File: src/rtl/branch_recovery_ctrl_if.sv
// Fetch/resolve handshake between the pipeline and the branch recovery controller.
// master = pipeline side, slave = branch_recovery_ctrl.
interface branch_recovery_ctrl_if;
   logic [31:0] fetch_pc;
   logic        predict_taken;
   logic        resolve_valid;
   logic [31:0] resolve_pc;
   logic        resolve_taken;
   logic        resolve_predicted;
   logic [31:0] resolve_target;
   logic        mistake;
   logic        flush;
   logic        pc_redirect_valid;
   logic [31:0] pc_redirect;
   logic        busy;

   modport master (
      output fetch_pc, resolve_valid, resolve_pc, resolve_taken, resolve_predicted, resolve_target,
      input  predict_taken, mistake, flush, pc_redirect_valid, pc_redirect, busy
   );

   modport slave (
      input  fetch_pc, resolve_valid, resolve_pc, resolve_taken, resolve_predicted, resolve_target,
      output predict_taken, mistake, flush, pc_redirect_valid, pc_redirect, busy
   );
endinterface

File: src/rtl/branch_recovery_ctrl.sv
// Bimodal branch predictor with misprediction recovery: one-cycle flush/redirect
// pulse followed by a refill window in which wrong-path resolutions are ignored.

// One 2-bit saturating counter of the predictor table.
module branch_recovery_ctr (
   input  logic       clk,
   input  logic       reset,
   input  logic       upd,
   input  logic       taken,
   output logic [1:0] cnt
);
   always_ff @(posedge clk) begin
      if (reset)                               cnt <= 2'b01;
      else if (upd &&  taken && cnt != 2'b11)  cnt <= cnt + 2'd1;
      else if (upd && !taken && cnt != 2'b00)  cnt <= cnt - 2'd1;
   end
endmodule

module branch_recovery_ctrl #(
   parameter int IDX_BITS      = 4,
   parameter int REFILL_CYCLES = 2
) (
   input  logic                  clk,
   input  logic                  reset,
   branch_recovery_ctrl_if.slave br
);
   localparam int ENTRIES = 1 << IDX_BITS;

   typedef enum logic [1:0] {IDLE = 2'd0, FLUSH = 2'd1, REFILL = 2'd2} state_t;

   state_t              state;
   logic [3:0]          refill_cnt;
   logic [31:0]         redirect;
   logic                mistake_q;
   logic                busy_q;
   logic [1:0]          ctr [ENTRIES];
   logic [IDX_BITS-1:0] fetch_idx;
   logic [IDX_BITS-1:0] upd_idx;
   logic                accept;
   logic                mispredict;
   logic                unused_pc_bits;

   assign fetch_idx  = br.fetch_pc[IDX_BITS+1:2];
   assign upd_idx    = br.resolve_pc[IDX_BITS+1:2];
   assign accept     = br.resolve_valid && (state == IDLE);
   assign mispredict = accept && (br.resolve_taken != br.resolve_predicted);

   assign unused_pc_bits = ^{br.fetch_pc[31:IDX_BITS+2], br.fetch_pc[1:0],
                             br.resolve_pc[31:IDX_BITS+2], br.resolve_pc[1:0]};

   // Lookup reads the counter before this edge's update lands, giving read-before-write.
   for (genvar i = 0; i < ENTRIES; i++) begin : g_ent
      branch_recovery_ctr u_ctr (
         .clk   (clk),
         .reset (reset),
         .upd   (accept && (upd_idx == IDX_BITS'(i))),
         .taken (br.resolve_taken),
         .cnt   (ctr[i])
      );
   end

   assign br.predict_taken = ctr[fetch_idx][1];

   always_ff @(posedge clk) begin
      if (reset) begin
         state      <= IDLE;
         refill_cnt <= '0;
         redirect   <= '0;
         mistake_q  <= 1'b0;
         busy_q     <= 1'b0;
      end else begin
         case (state)
            IDLE: if (mispredict) begin
               state     <= FLUSH;
               redirect  <= br.resolve_taken ? br.resolve_target : br.resolve_pc + 32'd4;
               mistake_q <= 1'b1;
               busy_q    <= 1'b1;
            end
            FLUSH: begin
               state      <= REFILL;
               refill_cnt <= 4'(REFILL_CYCLES);
               mistake_q  <= 1'b0;
            end
            REFILL: begin
               refill_cnt <= refill_cnt - 4'd1;
               if (refill_cnt == 4'd1) begin
                  state  <= IDLE;
                  busy_q <= 1'b0;
               end
            end
            default: state <= IDLE;
         endcase
      end
   end

   // mistake_q is high only during FLUSH, so all three strobes share it.
   assign br.mistake           = mistake_q;
   assign br.flush             = mistake_q;
   assign br.pc_redirect_valid = mistake_q;
   assign br.pc_redirect       = mistake_q ? redirect : 32'd0;
   assign br.busy              = busy_q;
endmodule

File: src/flat_wrapper.sv
// flat-port wrapper written by rule: the top's interface ports become plain ports
module branch_recovery_ctrl_flat 
#(
   parameter int IDX_BITS      = 4,
   parameter int REFILL_CYCLES = 2
)
  (clk, reset, br_fetch_pc, br_resolve_valid, br_resolve_pc, br_resolve_taken, br_resolve_predicted, br_resolve_target, br_predict_taken, br_mistake, br_flush, br_pc_redirect_valid, br_pc_redirect, br_busy);
  branch_recovery_ctrl_if br_i ();
  input  logic clk;
  input  logic reset;
  input wire logic [$bits(br_i.fetch_pc)-1:0] br_fetch_pc;
  input wire logic [$bits(br_i.resolve_valid)-1:0] br_resolve_valid;
  input wire logic [$bits(br_i.resolve_pc)-1:0] br_resolve_pc;
  input wire logic [$bits(br_i.resolve_taken)-1:0] br_resolve_taken;
  input wire logic [$bits(br_i.resolve_predicted)-1:0] br_resolve_predicted;
  input wire logic [$bits(br_i.resolve_target)-1:0] br_resolve_target;
  output wire logic [$bits(br_i.predict_taken)-1:0] br_predict_taken;
  output wire logic [$bits(br_i.mistake)-1:0] br_mistake;
  output wire logic [$bits(br_i.flush)-1:0] br_flush;
  output wire logic [$bits(br_i.pc_redirect_valid)-1:0] br_pc_redirect_valid;
  output wire logic [$bits(br_i.pc_redirect)-1:0] br_pc_redirect;
  output wire logic [$bits(br_i.busy)-1:0] br_busy;
  assign br_i.fetch_pc = br_fetch_pc;
  assign br_i.resolve_valid = br_resolve_valid;
  assign br_i.resolve_pc = br_resolve_pc;
  assign br_i.resolve_taken = br_resolve_taken;
  assign br_i.resolve_predicted = br_resolve_predicted;
  assign br_i.resolve_target = br_resolve_target;
  assign br_predict_taken = br_i.predict_taken;
  assign br_mistake = br_i.mistake;
  assign br_flush = br_i.flush;
  assign br_pc_redirect_valid = br_i.pc_redirect_valid;
  assign br_pc_redirect = br_i.pc_redirect;
  assign br_busy = br_i.busy;
  branch_recovery_ctrl #(.IDX_BITS(IDX_BITS), .REFILL_CYCLES(REFILL_CYCLES)) u_core (.clk(clk), .reset(reset), .br(br_i));
endmodule
File: config.mk
export PLATFORM = sky130hd
export DESIGN_NAME = branch_recovery_ctrl_flat
export DESIGN_NICKNAME = d
export VERILOG_FILES = /design/src/rtl/branch_recovery_ctrl_if.sv /design/src/rtl/branch_recovery_ctrl.sv /design/src/flat_wrapper.sv
export SDC_FILE = /design/constraint.sdc
export NUM_CORES = 1
export LEC_CHECK = 0
export CORE_AREA = 2 2 103 105
export CTS_CLUSTER_SIZE = 12
export DETAILED_ROUTE_END_ITERATION = 8
export DIE_AREA = 0 0 105 107
export HOLD_SLACK_MARGIN = 0.06
export PLACE_DENSITY = 0.83
export SYNTH_ARGS = -nofsm -noshare
export SYNTH_HDL_FRONTEND = slang
export SYNTH_SLANG_ARGS = --single-unit
File: constraint.sdc
create_clock -name clk -period 2.5 [get_ports clk]
set_input_delay 0.625 -clock clk [delete_from_list [all_inputs] [get_ports clk]]
set_output_delay 0.625 -clock clk [all_outputs]
set_load 0.005 [all_outputs]
==> metrics.cfg <==
[run_status]
status=finished clean

[power_and_ir_drop]
ir_drop_mv=0.3580
p_leak_nw=2.417
pwr_density_cell_nw_per_um2=593.8

[route]
drt_iter0_drc=356
wl_per_cell_um=17.88
wl_mm=15.97
drcViolationCount=0
viasPerCell=6.143
ant_nets=0
drtPass1Iterations=5
vias=5486

[place]
dp_hpwl_mm=11.58
io_buffer_count=109
place_ws_ns=-0.7985
place_congestion=0.9225

[global_route]
grt_usage_pct=28.27
grt_pass1_wl_mm=25.96
grt-ovfl-total=0
grt_pass1_vias=5357
grt_max_degree=35
antenna_found_initial=0

[sta]
fin_setup_tns_ns=0
hold_viol=0
worst_pin_slew_ns=0.4539
period_minus_slack_ns=2.451
slew_headroom_pct=69.35
finClkSkew_ns=0.01004
fin_ws_ns=0.04906
setup_viol=0
finalCritPeriodShare_pct=98.04
clock.fmax_mhz=408.0
drv_slew=0
rsz0062_at_grt=false

[min_path]
hold_class=flop to flop

[critical_path]
r2r_slack_ns=0.38
required_ns=1.88
crit_type=flop to output pin
slowest_stage=mux4_2
crit_top_cell=mux4_2
path_cells=mux4_2, mux4_2, buf_2
worstSetupEndpointType=output pin
arrival_ns=1.83
critPathMaxFanout=5
startpoint_type=flop
max_stage_delay_ns=0.48

[floorplanning]
die_x_um=105
ios=138
die_area_um2=11240
start_util_pct=47.07
placementRows=37
die_h_um=107
core_um2=10090

[cts]
cts_tree=yes
numCtsBuffers=9
cts.sink_count=72
htreeDepth=3
clock_path_buffers=2
clkTransAtPathRegs_ns=0.08
insertion_delay_ns=0.37
ctsHoldBuffers=0
post-cts-setup-buffers=0
root_buffer=clkbuf_8

[cells_and_area]
area_growth_pct=37.85
utilization_pct=64.89
n_antenna_cell=0
nets=863
drive_above_1_share_pct=13.34

[logic_synthesis]
syn-num-nets=723
syn_area_per_cell_um2=7.763
netlist_area_um2=4751
yosys_warnings=0
ys.flop_type=dfxtp_1
yosysTopAreaCellShare_pct=30.34
netlist_instances=612
synthTopCellsByCount=dfxtp_1, o21ai_0, clkbuf_1
synth_seq_cells=72
yosysMostFrequentCell=dfxtp_1
synth_edf_count=0
yosys.area.top_type=dfxtp_1
synthTopCellsByArea=dfxtp_1, o21ai_0, and2_1
synth_seq_area_share_pct=30.34
ys_types=55
synthArstFlopShare_pct=0

[run]
maxCapViolCount=0

## per-layer routing
| metal | global-route usage (%) | wire (µm) |
|---|---|---|
| met5 | 0 | 0 |
| met4 | 11.14 | 325 |
| met3 | 4.559 | 1185 |
| met2 | 51.25 | 8033 |
| met1 | 33.27 | 6423 |
## path summary, 6_finish.rpt
kind	from	to	cells past startpoint
hold reg to reg	u_core.redirect[9]	u_core.redirect[9]	2
hold / removal	u_core.redirect[9]	u_core.redirect[9]	2
setup / recovery	u_core.g_ent[15].u_ctr.cnt[1]	br_predict_taken	3
setup reg to reg	u_core.state[1]	u_core.g_ent[10].u_ctr.cnt[0]	7
## cell families after synthesis
logic type               Yosys count  share of synthesized area [%]
adder cells (fa/ha/maj)           10                          2.634
multiplexers                       9                          3.213
AO/OA/AOI/OAI                    189                          26.60
flip-flops                        72                          30.34
buffers and inverters             60                          5.004
AND/OR/NAND/NOR                  260                          30.00
XOR/XNOR                          12                          2.212
## power by group
part	internal (W)	leakage, nW	switching [W]	total, W
clock network	0.000588	0.106	0.000484	0.00107
logic	0.000635	1.72	0.000719	0.00135
registers	0.00132	0.588	0.000142	0.00146
total	0.00254	2.42	0.00134	0.00389
## stage by stage
stage	instance area [µm²]	hold slack (ns)	power (W)	cells
3_5_place_dp	6336	0.4460	0.002810	877
2_1_floorplan	4751	0.4273	0.002221	612
6_report	6549	0.4563	0.003889	893
5_1_grt	6549	0.4732	0.004092	893
3_3_place_gp	6336	0.4373	0.002731	877
4_1_cts	6545	0.4567	0.003873	893
## layout by cell type (no fill, tap or decap), drive strengths merged, types with 4 or more instances in the layout
| master | Yosys | routed |
|---|---|---|
| nand3 | 31 | 31 |
| a211o | 7 | 7 |
| clkbuf | 41 | 11 |
| o311ai | 15 | 15 |
| a21o | 9 | 9 |
| nor2 | 36 | 36 |
| ha | 10 | 10 |
| o41ai | 4 | 4 |
| xnor2 | 10 | 10 |
| and3 | 14 | 14 |
| o21ai | 54 | 54 |
| nor4 | 11 | 11 |
| nand4b | 5 | 5 |
| and4 | 4 | 4 |
| a211oi | 8 | 8 |
| mux4 | 5 | 5 |
| a21oi | 35 | 35 |
| nor3 | 24 | 24 |
| nand2 | 39 | 39 |
| mux2i | 4 | 4 |
| a21boi | 10 | 10 |
| or4 | 4 | 4 |
| a41o | 4 | 4 |
| nor2b | 8 | 8 |
| and2 | 38 | 38 |
| inv | 11 | 11 |
| nand4 | 26 | 26 |
| or3 | 5 | 5 |
| o31ai | 8 | 8 |
| nand2b | 8 | 8 |
| o21a | 4 | 4 |
| dfxtp | 72 | 72 |
| clkdlybuf4s50 | 0 | 104 |
| a221oi | 4 | 4 |
| buf | 8 | 74 |
| o211ai | 15 | 15 |
## state kept, by name, summed over array words and instances (netlist names)
signal	count
u_core.refill_cnt	4
u_core.br.flush	1
u_core.g_ent.u_ctr.cnt	32
u_core.state	2
u_core.br.busy	1
u_core.redirect	32
## layout make-up
cell class	count	area (µm²)
Timing Repair Buffer	178	1603
Multi-Input combinational cell	480	3072
Inverter	11	41.29
Tap cell	136	170.2
Clock inverter	5	80.08
Sequential cell	72	1441
Clock buffer	11	141.4
Fill cell	885	3543
## worst max-delay path, delay by kind of cell, from the launching register on
kind | cells | cell delay, ns
buf+inv | 1 | 0.14
mux | 2 | 0.96
flops | 1 | 0.37
## what timing repair did
action	in CTS	in global routing
gates resized for setup	13	1
setup endpoints to repair	1	1
pin swaps	0	0
(Power assumes the default switching activity.)
